<file path="config.mk">
export PLATFORM = sky130hd
export DESIGN_NAME = clock_divider
export DESIGN_NICKNAME = d
export VERILOG_FILES = /design/src/rtl/clock_divider_pkg.sv /design/src/rtl/clock_divider_channel.sv /design/src/rtl/clock_divider.sv
export SDC_FILE = /design/constraint.sdc
export NUM_CORES = 1
export LEC_CHECK = 0
export CORE_AREA = 2 2 100 121
export CTS_CLUSTER_SIZE = 14
export DETAILED_ROUTE_END_ITERATION = 10
export DIE_AREA = 0 0 102 123
export PLACE_DENSITY = 0.8
export SYNTH_ARGS = -nofsm -noshare
export SYNTH_HDL_FRONTEND = slang
export SYNTH_SLANG_ARGS = --single-unit
</file>
<file path="constraint.sdc">
create_clock -name clock -period 7.7 [get_ports clock]
set_input_delay 0.77 -clock clock [delete_from_list [all_inputs] [get_ports clock]]
set_output_delay 0.77 -clock clock [all_outputs]
set_load 0.02 [all_outputs]
</file>
<file path="src/rtl/clock_divider_pkg.sv">
// Shared types and constants for the programmable clock divider.
// Channel FSM encoding is fixed so clk_out/active decode directly from state bits.
package clock_divider_pkg;

    typedef enum logic [1:0] {
        STOPPED = 2'b00,
        HIGH    = 2'b01,
        LOW     = 2'b10
    } clkdiv_state_e;

    localparam int unsigned CLKDIV_DEFAULT_HALF = 100;

    function automatic logic clkdiv_is_active(input clkdiv_state_e s);
        return s != STOPPED;
    endfunction

endpackage

</file>
<file path="src/rtl/clock_divider_channel.sv">
// One divided-clock channel: STOPPED/HIGH/LOW FSM, phase counter, active and pending half-period.
// run/step to clk_out+tick in one cycle; no backpressure. step_i exists only with CLKDIV_STEP_EN.
module clock_divider_channel
    import clock_divider_pkg::*;
#(
    parameter int unsigned CNT_W        = 16,
    parameter int unsigned DEFAULT_HALF = CLKDIV_DEFAULT_HALF
) (
    input  logic             clock,
    input  logic             reset_n,
    input  logic [CNT_W-1:0] div_value_i,
    input  logic             div_load_i,
    input  logic             run_i,
`ifdef CLKDIV_STEP_EN
    input  logic             step_i,
`endif
    output logic             clk_out_o,
    output logic             tick_o,
    output logic             active_o
);

    localparam logic [CNT_W-1:0] HP_RST = CNT_W'(DEFAULT_HALF);
    localparam logic [CNT_W-1:0] ONE    = CNT_W'(1);

    clkdiv_state_e    state_q, state_d;
    logic [CNT_W-1:0] cnt_q, cnt_d;
    logic [CNT_W-1:0] hp_q, hp_d;
    logic [CNT_W-1:0] pend_q, pend_d;
    logic             pend_v_q, pend_v_d;
    logic             tick_q, tick_d;
    logic [CNT_W-1:0] half_m1;
    logic             wrap;
    logic             step_req;

    // hp==0 behaves as a half-period of one cycle.
    assign half_m1 = (hp_q == '0) ? '0 : hp_q - ONE;
    assign wrap    = (cnt_q == half_m1);

`ifdef CLKDIV_STEP_EN
    logic step_q;

    always_ff @(posedge clock or negedge reset_n) begin
        if (!reset_n) begin
            step_q <= 1'b0;
        end else begin
            step_q <= step_i;
        end
    end

    // Edge-qualified so a long step pulse still yields a single period.
    assign step_req = step_i & ~step_q;
`else
    assign step_req = 1'b0;
`endif

    always_ff @(posedge clock or negedge reset_n) begin
        if (!reset_n) begin
            state_q <= STOPPED;
        end else begin
            state_q <= state_d;
        end
    end

    always_comb begin
        state_d = state_q;
        case (state_q)
            STOPPED: if (run_i || step_req) state_d = HIGH;
            HIGH:    if (wrap) state_d = LOW;
            LOW:     if (wrap) state_d = run_i ? HIGH : STOPPED;
            default: state_d = STOPPED;
        endcase
    end

    always_comb begin
        tick_d    = (state_d == HIGH) && (state_q != HIGH);
        clk_out_o = (state_q == HIGH);
        active_o  = clkdiv_is_active(state_q);
        tick_o    = tick_q;
    end

    always_comb begin
        cnt_d    = '0;
        hp_d     = hp_q;
        pend_d   = pend_q;
        pend_v_d = pend_v_q;
        if (state_q == STOPPED) begin
            if (div_load_i) begin
                hp_d     = div_value_i;
                pend_v_d = 1'b0;
            end else if (pend_v_q) begin
                // A load that landed on the stopping wrap takes effect here.
                hp_d     = pend_q;
                pend_v_d = 1'b0;
            end
        end else begin
            cnt_d = wrap ? '0 : cnt_q + ONE;
            if ((state_q == LOW) && wrap && pend_v_q) begin
                hp_d     = pend_q;
                pend_v_d = 1'b0;
            end
            if (div_load_i) begin
                pend_d   = div_value_i;
                pend_v_d = 1'b1;
            end
        end
    end

    always_ff @(posedge clock or negedge reset_n) begin
        if (!reset_n) begin
            cnt_q    <= '0;
            hp_q     <= HP_RST;
            pend_q   <= '0;
            pend_v_q <= 1'b0;
            tick_q   <= 1'b0;
        end else begin
            cnt_q    <= cnt_d;
            hp_q     <= hp_d;
            pend_q   <= pend_d;
            pend_v_q <= pend_v_d;
            tick_q   <= tick_d;
        end
    end

endmodule

</file>
<file path="src/rtl/clock_divider.sv">
// CHANNELS independent glitch-free divided clocks with per-period tick; registered outputs, no backpressure.
// Optional CLKDIV_STEP_EN adds a broadcast single-period step input.
module clock_divider
    import clock_divider_pkg::*;
#(
    parameter int unsigned CHANNELS     = 2,
    parameter int unsigned CNT_W        = 16,
    parameter int unsigned DEFAULT_HALF = CLKDIV_DEFAULT_HALF
) (
    input  logic                      clock,
    input  logic                      reset_n,
    input  logic [CHANNELS*CNT_W-1:0] div_value,
    input  logic [CHANNELS-1:0]       div_load,
    input  logic [CHANNELS-1:0]       run,
`ifdef CLKDIV_STEP_EN
    input  logic                      step,
`endif
    output logic [CHANNELS-1:0]       clk_out,
    output logic [CHANNELS-1:0]       tick,
    output logic [CHANNELS-1:0]       active
);

    for (genvar i = 0; i < CHANNELS; i++) begin : g_ch
        clock_divider_channel #(
            .CNT_W        (CNT_W),
            .DEFAULT_HALF (DEFAULT_HALF)
        ) u_ch (
            .clock       (clock),
            .reset_n     (reset_n),
            .div_value_i (div_value[i*CNT_W +: CNT_W]),
            .div_load_i  (div_load[i]),
            .run_i       (run[i]),
`ifdef CLKDIV_STEP_EN
            .step_i      (step),
`endif
            .clk_out_o   (clk_out[i]),
            .tick_o      (tick[i]),
            .active_o    (active[i])
        );
    end

endmodule

</file>
==> flow_summary.yaml <==
sta:
  drv_slew: 0
  slew_headroom: 0.352
  final_hold_viol_count: 0
  post-route-period-util: 0.565
  whs_ns: 0.363
  max_freq_mhz: 230
  timing.setup.tns_ns: 0
  setup_viol: 0
  rsz0062_at_grt: "false"
  worst_pin_slew_ns: 0.972
  skew_ns: 0.0125
  finalCriticalPeriod_ns: 4.35
synth:
  netlist_top_cells_area: "dfrtp_1, mux2_2, mux2i_1, xnor2_1, nor2_1"
  synth_area_um2: 6170
  synth-edff-count: 0
  ys_seq_area_frac: 0.423
  ys.flop_type: "dfrtp_1"
  synth_cell_types: 66
  async_flop_share: 1.00
  yosysTopAreaCell: "dfrtp_1"
  ys_ff_latch: 104
  synthCells: 598
  ys_warn_count: 0
  syn_area_per_cell_um2: 10.3
  synth_top_area_share: 0.398
  synth_nets: 640
critical_path:
  reg2reg_slack_ns: 3.35
  cpMostUsedCell: "nand4_1"
  worst_setup_path_start_kind: "flip-flop"
  slowest_stage: "o32ai_4"
  r2r_end: "g_ch[1].u_ch.hp_q[10]"
  worstPathRequired_ns: 7.94
  cp.arrival_ns: 4.59
  end_kind: "flip-flop"
  cpPeakStageDelay_ns: 0.84
  ff2ff_path_depth: 10
  r2r-start: "g_ch[1].u_ch.hp_q[0]"
  crit_fanout: 16
  cp_cell_sequence: "inv_1 -> ha_1 -> or3b_2 -> nor3_1 -> nand4_1 -> o311ai_0 -> nand4_1 -> or4_1 -> o32ai_4 -> mux2_2"
  critical_path_class: "reg2reg"
clocking:
  cts_setup_buffers: 0
  cts.path.max_buffers: 2
  clock_latency_ns: 0.36
  cts_tree: "done"
  numCtsBuffers: 9
  clkTransAtPathRegs_ns: 0.08
  htree_num_levels: 3
  cts_hold_repair.buffers: 0
  clock_sinks: 104
  root_buffer: "clkbuf_16"
  cts_resized: 0
power:
  peakVddDrop_v: 0.000180
  p_total_mw: 2.37
  seqPwrFrac: 0.405
  swShare: 0.397
  p_per_area_nw_per_um2: 341
  p_int_mw: 1.43
  combPwrFrac: 0.390
  pwr-share-clk: 0.205
  power_leakage_nw: 2.81
  p_sw_uw: 940
placement:
  portBuffers: 43
  dp.cells: 765
  dp_hpwl_mm: 9.85
  place_congestion: 0.978
routing:
  wl_mm: 13.5
  via_per_inst: 5.97
  drt_iter0_markers: 171
  wl_per_cell_um: 17.3
  vias: 4666
  drtAntennaViolNets: 0
  first_pass_iters: 5
  drc_errors: 0
floorplanning:
  start_util: 0.541
  fp-row-count: 43
  ios: 44
  die_h_um: 123
  dieArea_um2: 12500
  die_w_um: 102
  core_um2: 11400
layout:
  multi_input_area_um2: 3300
  stdcell_count: 781
  syn_to_final_growth_pct: 12.6
  antenna_cells: 0
  nFillCells: 949
  nets: 661
  regArea_um2: 2610
  layout-drive-gt1-share: 0.196
  final_common_cell: "dfrtp_1"
  layout_common_cells: "dfrtp_1, mux2_2, nor2_1"
global_route:
  grt_antenna_before_repair: 0
  grt_max_degree: 66
  track_usage: 0.232
  overflow: 0
  grt_pass1_vias: 4776
  grt_pass1_wl_mm: 22.8
run:
  drv_cap: 0
worst_hold_path:
  worstHoldPathType: "in2async"
status:
  outcome: "completed"
-- power groups by stage --
stage | Clock [mW] | Combinational [mW] | Sequential (mW)
floorplan | 0 | 0.807 | 0.831
global placement | 0 | 0.897 | 0.952
detailed placement | 0 | 0.907 | 0.959
CTS | 0.493 | 0.915 | 0.951
global route | 0.522 | 1.02 | 0.985
finish | 0.484 | 0.922 | 0.959
-- flip-flops by register name, indices dropped and copies added, names as in the netlist --
| name | cells |
|---|---|
| g_ch.u_ch.pend_q | 32 |
| g_ch.u_ch.state_q | 4 |
| g_ch.u_ch.cnt_q | 32 |
| g_ch.u_ch.hp_q | 32 |
| g_ch.u_ch.pend_v_q | 2 |
| g_ch.u_ch.tick_o | 2 |
-- metrics by stage --
| stage | utilization | cell area, µm² | setup WS (ns) |
|---|---|---|---|
| after global routing | 0.608 | 6940 | 2.99 |
| final | 0.608 | 6940 | 3.35 |
| after global placement | 0.581 | 6630 | 3.41 |
| after floorplan | - | 6170 | 3.91 |
| after CTS | 0.608 | 6940 | 3.36 |
| after detailed placement | 0.581 | 6630 | 3.35 |
-- final cells by class --
type / instances / area share
clock buffer: 9 / 0.0324
tap: 157 / 0.0283
clock inverter: 7 / 0.0128
timing repair buffer: 47 / 0.0660
inverter: 17 / 0.00919
multi-input combinational: 440 / 0.475
sequential: 104 / 0.376
-- kinds of logic (layout without fill, tap and decap cells) --
group / after synthesis / in the layout / synth area share
muxes: 106 / 106 / 0.191
buffers and inverters: 54 / 80 / 0.0418
adders and majority gates: 4 / 4 / 0.00812
xor gates and xnor gates: 52 / 52 / 0.0739
DFF: 104 / 104 / 0.423
and+or+nand+nor: 208 / 208 / 0.180
AOI/OAI and AO/OA: 70 / 70 / 0.0818
-- cells in the mapped netlist (2+ instances only) --
| cell type | count |
|---|---|
| dfstp_2 | 6 |
| ha_1 | 4 |
| nor2_1 | 60 |
| mux2_2 | 74 |
| a211oi_1 | 4 |
| and3_1 | 11 |
| mux2i_1 | 27 |
| and3b_1 | 2 |
| buf_2 | 4 |
| a21boi_0 | 3 |
| a32oi_1 | 2 |
| nand2b_1 | 5 |
| nor4b_1 | 5 |
| nor3_1 | 10 |
| dfrtp_1 | 98 |
| nand3b_1 | 3 |
| o21ai_0 | 11 |
| or3_1 | 6 |
| clkbuf_1 | 23 |
| nand4b_1 | 3 |
| mux2_4 | 5 |
| o41ai_1 | 3 |
| o22ai_1 | 2 |
| or4_1 | 3 |
| or2_2 | 8 |
| nand4_1 | 13 |
| xnor2_1 | 27 |
| o2111ai_1 | 2 |
| nand2_1 | 19 |
| nor4_1 | 16 |
| nor3b_1 | 2 |
| inv_1 | 17 |
| buf_4 | 7 |
| a31oi_1 | 5 |
| xor2_1 | 25 |
| or4_4 | 2 |
| o2bb2ai_1 | 2 |
| nand3_1 | 28 |
| a21oi_1 | 16 |
| nor2b_1 | 9 |
-- per-layer routing --
metal | up-vias | track usage | wire length [µm]
met5 | - | 0 | 0
met4 | 0 | 0.102 | 524
met3 | 41 | 0.0418 | 551
met2 | 133 | 0.408 | 7050
met1 | 2290 | 0.275 | 5420
li1 | 2202 | - | -
-- worst max-delay path by stage --
| stage | start | endpoint | slack, ns | cells past startpoint |
|---|---|---|---|---|
| 6_report | g_ch[1].u_ch.hp_q[0] | g_ch[1].u_ch.hp_q[10] | 3.35 | 10 |
| 5_1_grt | g_ch[0].u_ch.hp_q[7] | g_ch[0].u_ch.hp_q[7] | 2.99 | 9 |
| 4_1_cts | g_ch[0].u_ch.hp_q[7] | g_ch[0].u_ch.hp_q[7] | 3.36 | 9 |
| 3_5_place_dp | g_ch[0].u_ch.hp_q[7] | g_ch[0].u_ch.hp_q[13] | 3.35 | 9 |
| 3_3_place_gp | g_ch[0].u_ch.hp_q[7] | g_ch[0].u_ch.hp_q[8] | 3.41 | 9 |
| 2_1_floorplan | g_ch[1].u_ch.hp_q[0] | g_ch[1].u_ch.hp_q[13] | 3.91 | 13 |
-- worst max-delay path, delay by kind of cell, from the launching register on --
family | cells | cell delay [ns]
AND/OR/NAND/NOR | 5 | 1.90
AO/OA/AOI/OAI | 2 | 1.20
flip-flops | 1 | 0.41
multiplexers | 1 | 0.41
adder cells (fa/ha/maj) | 1 | 0.21
buffers and inverters | 1 | 0.10
No activity file was read; power rests on OpenSTA's default activity.
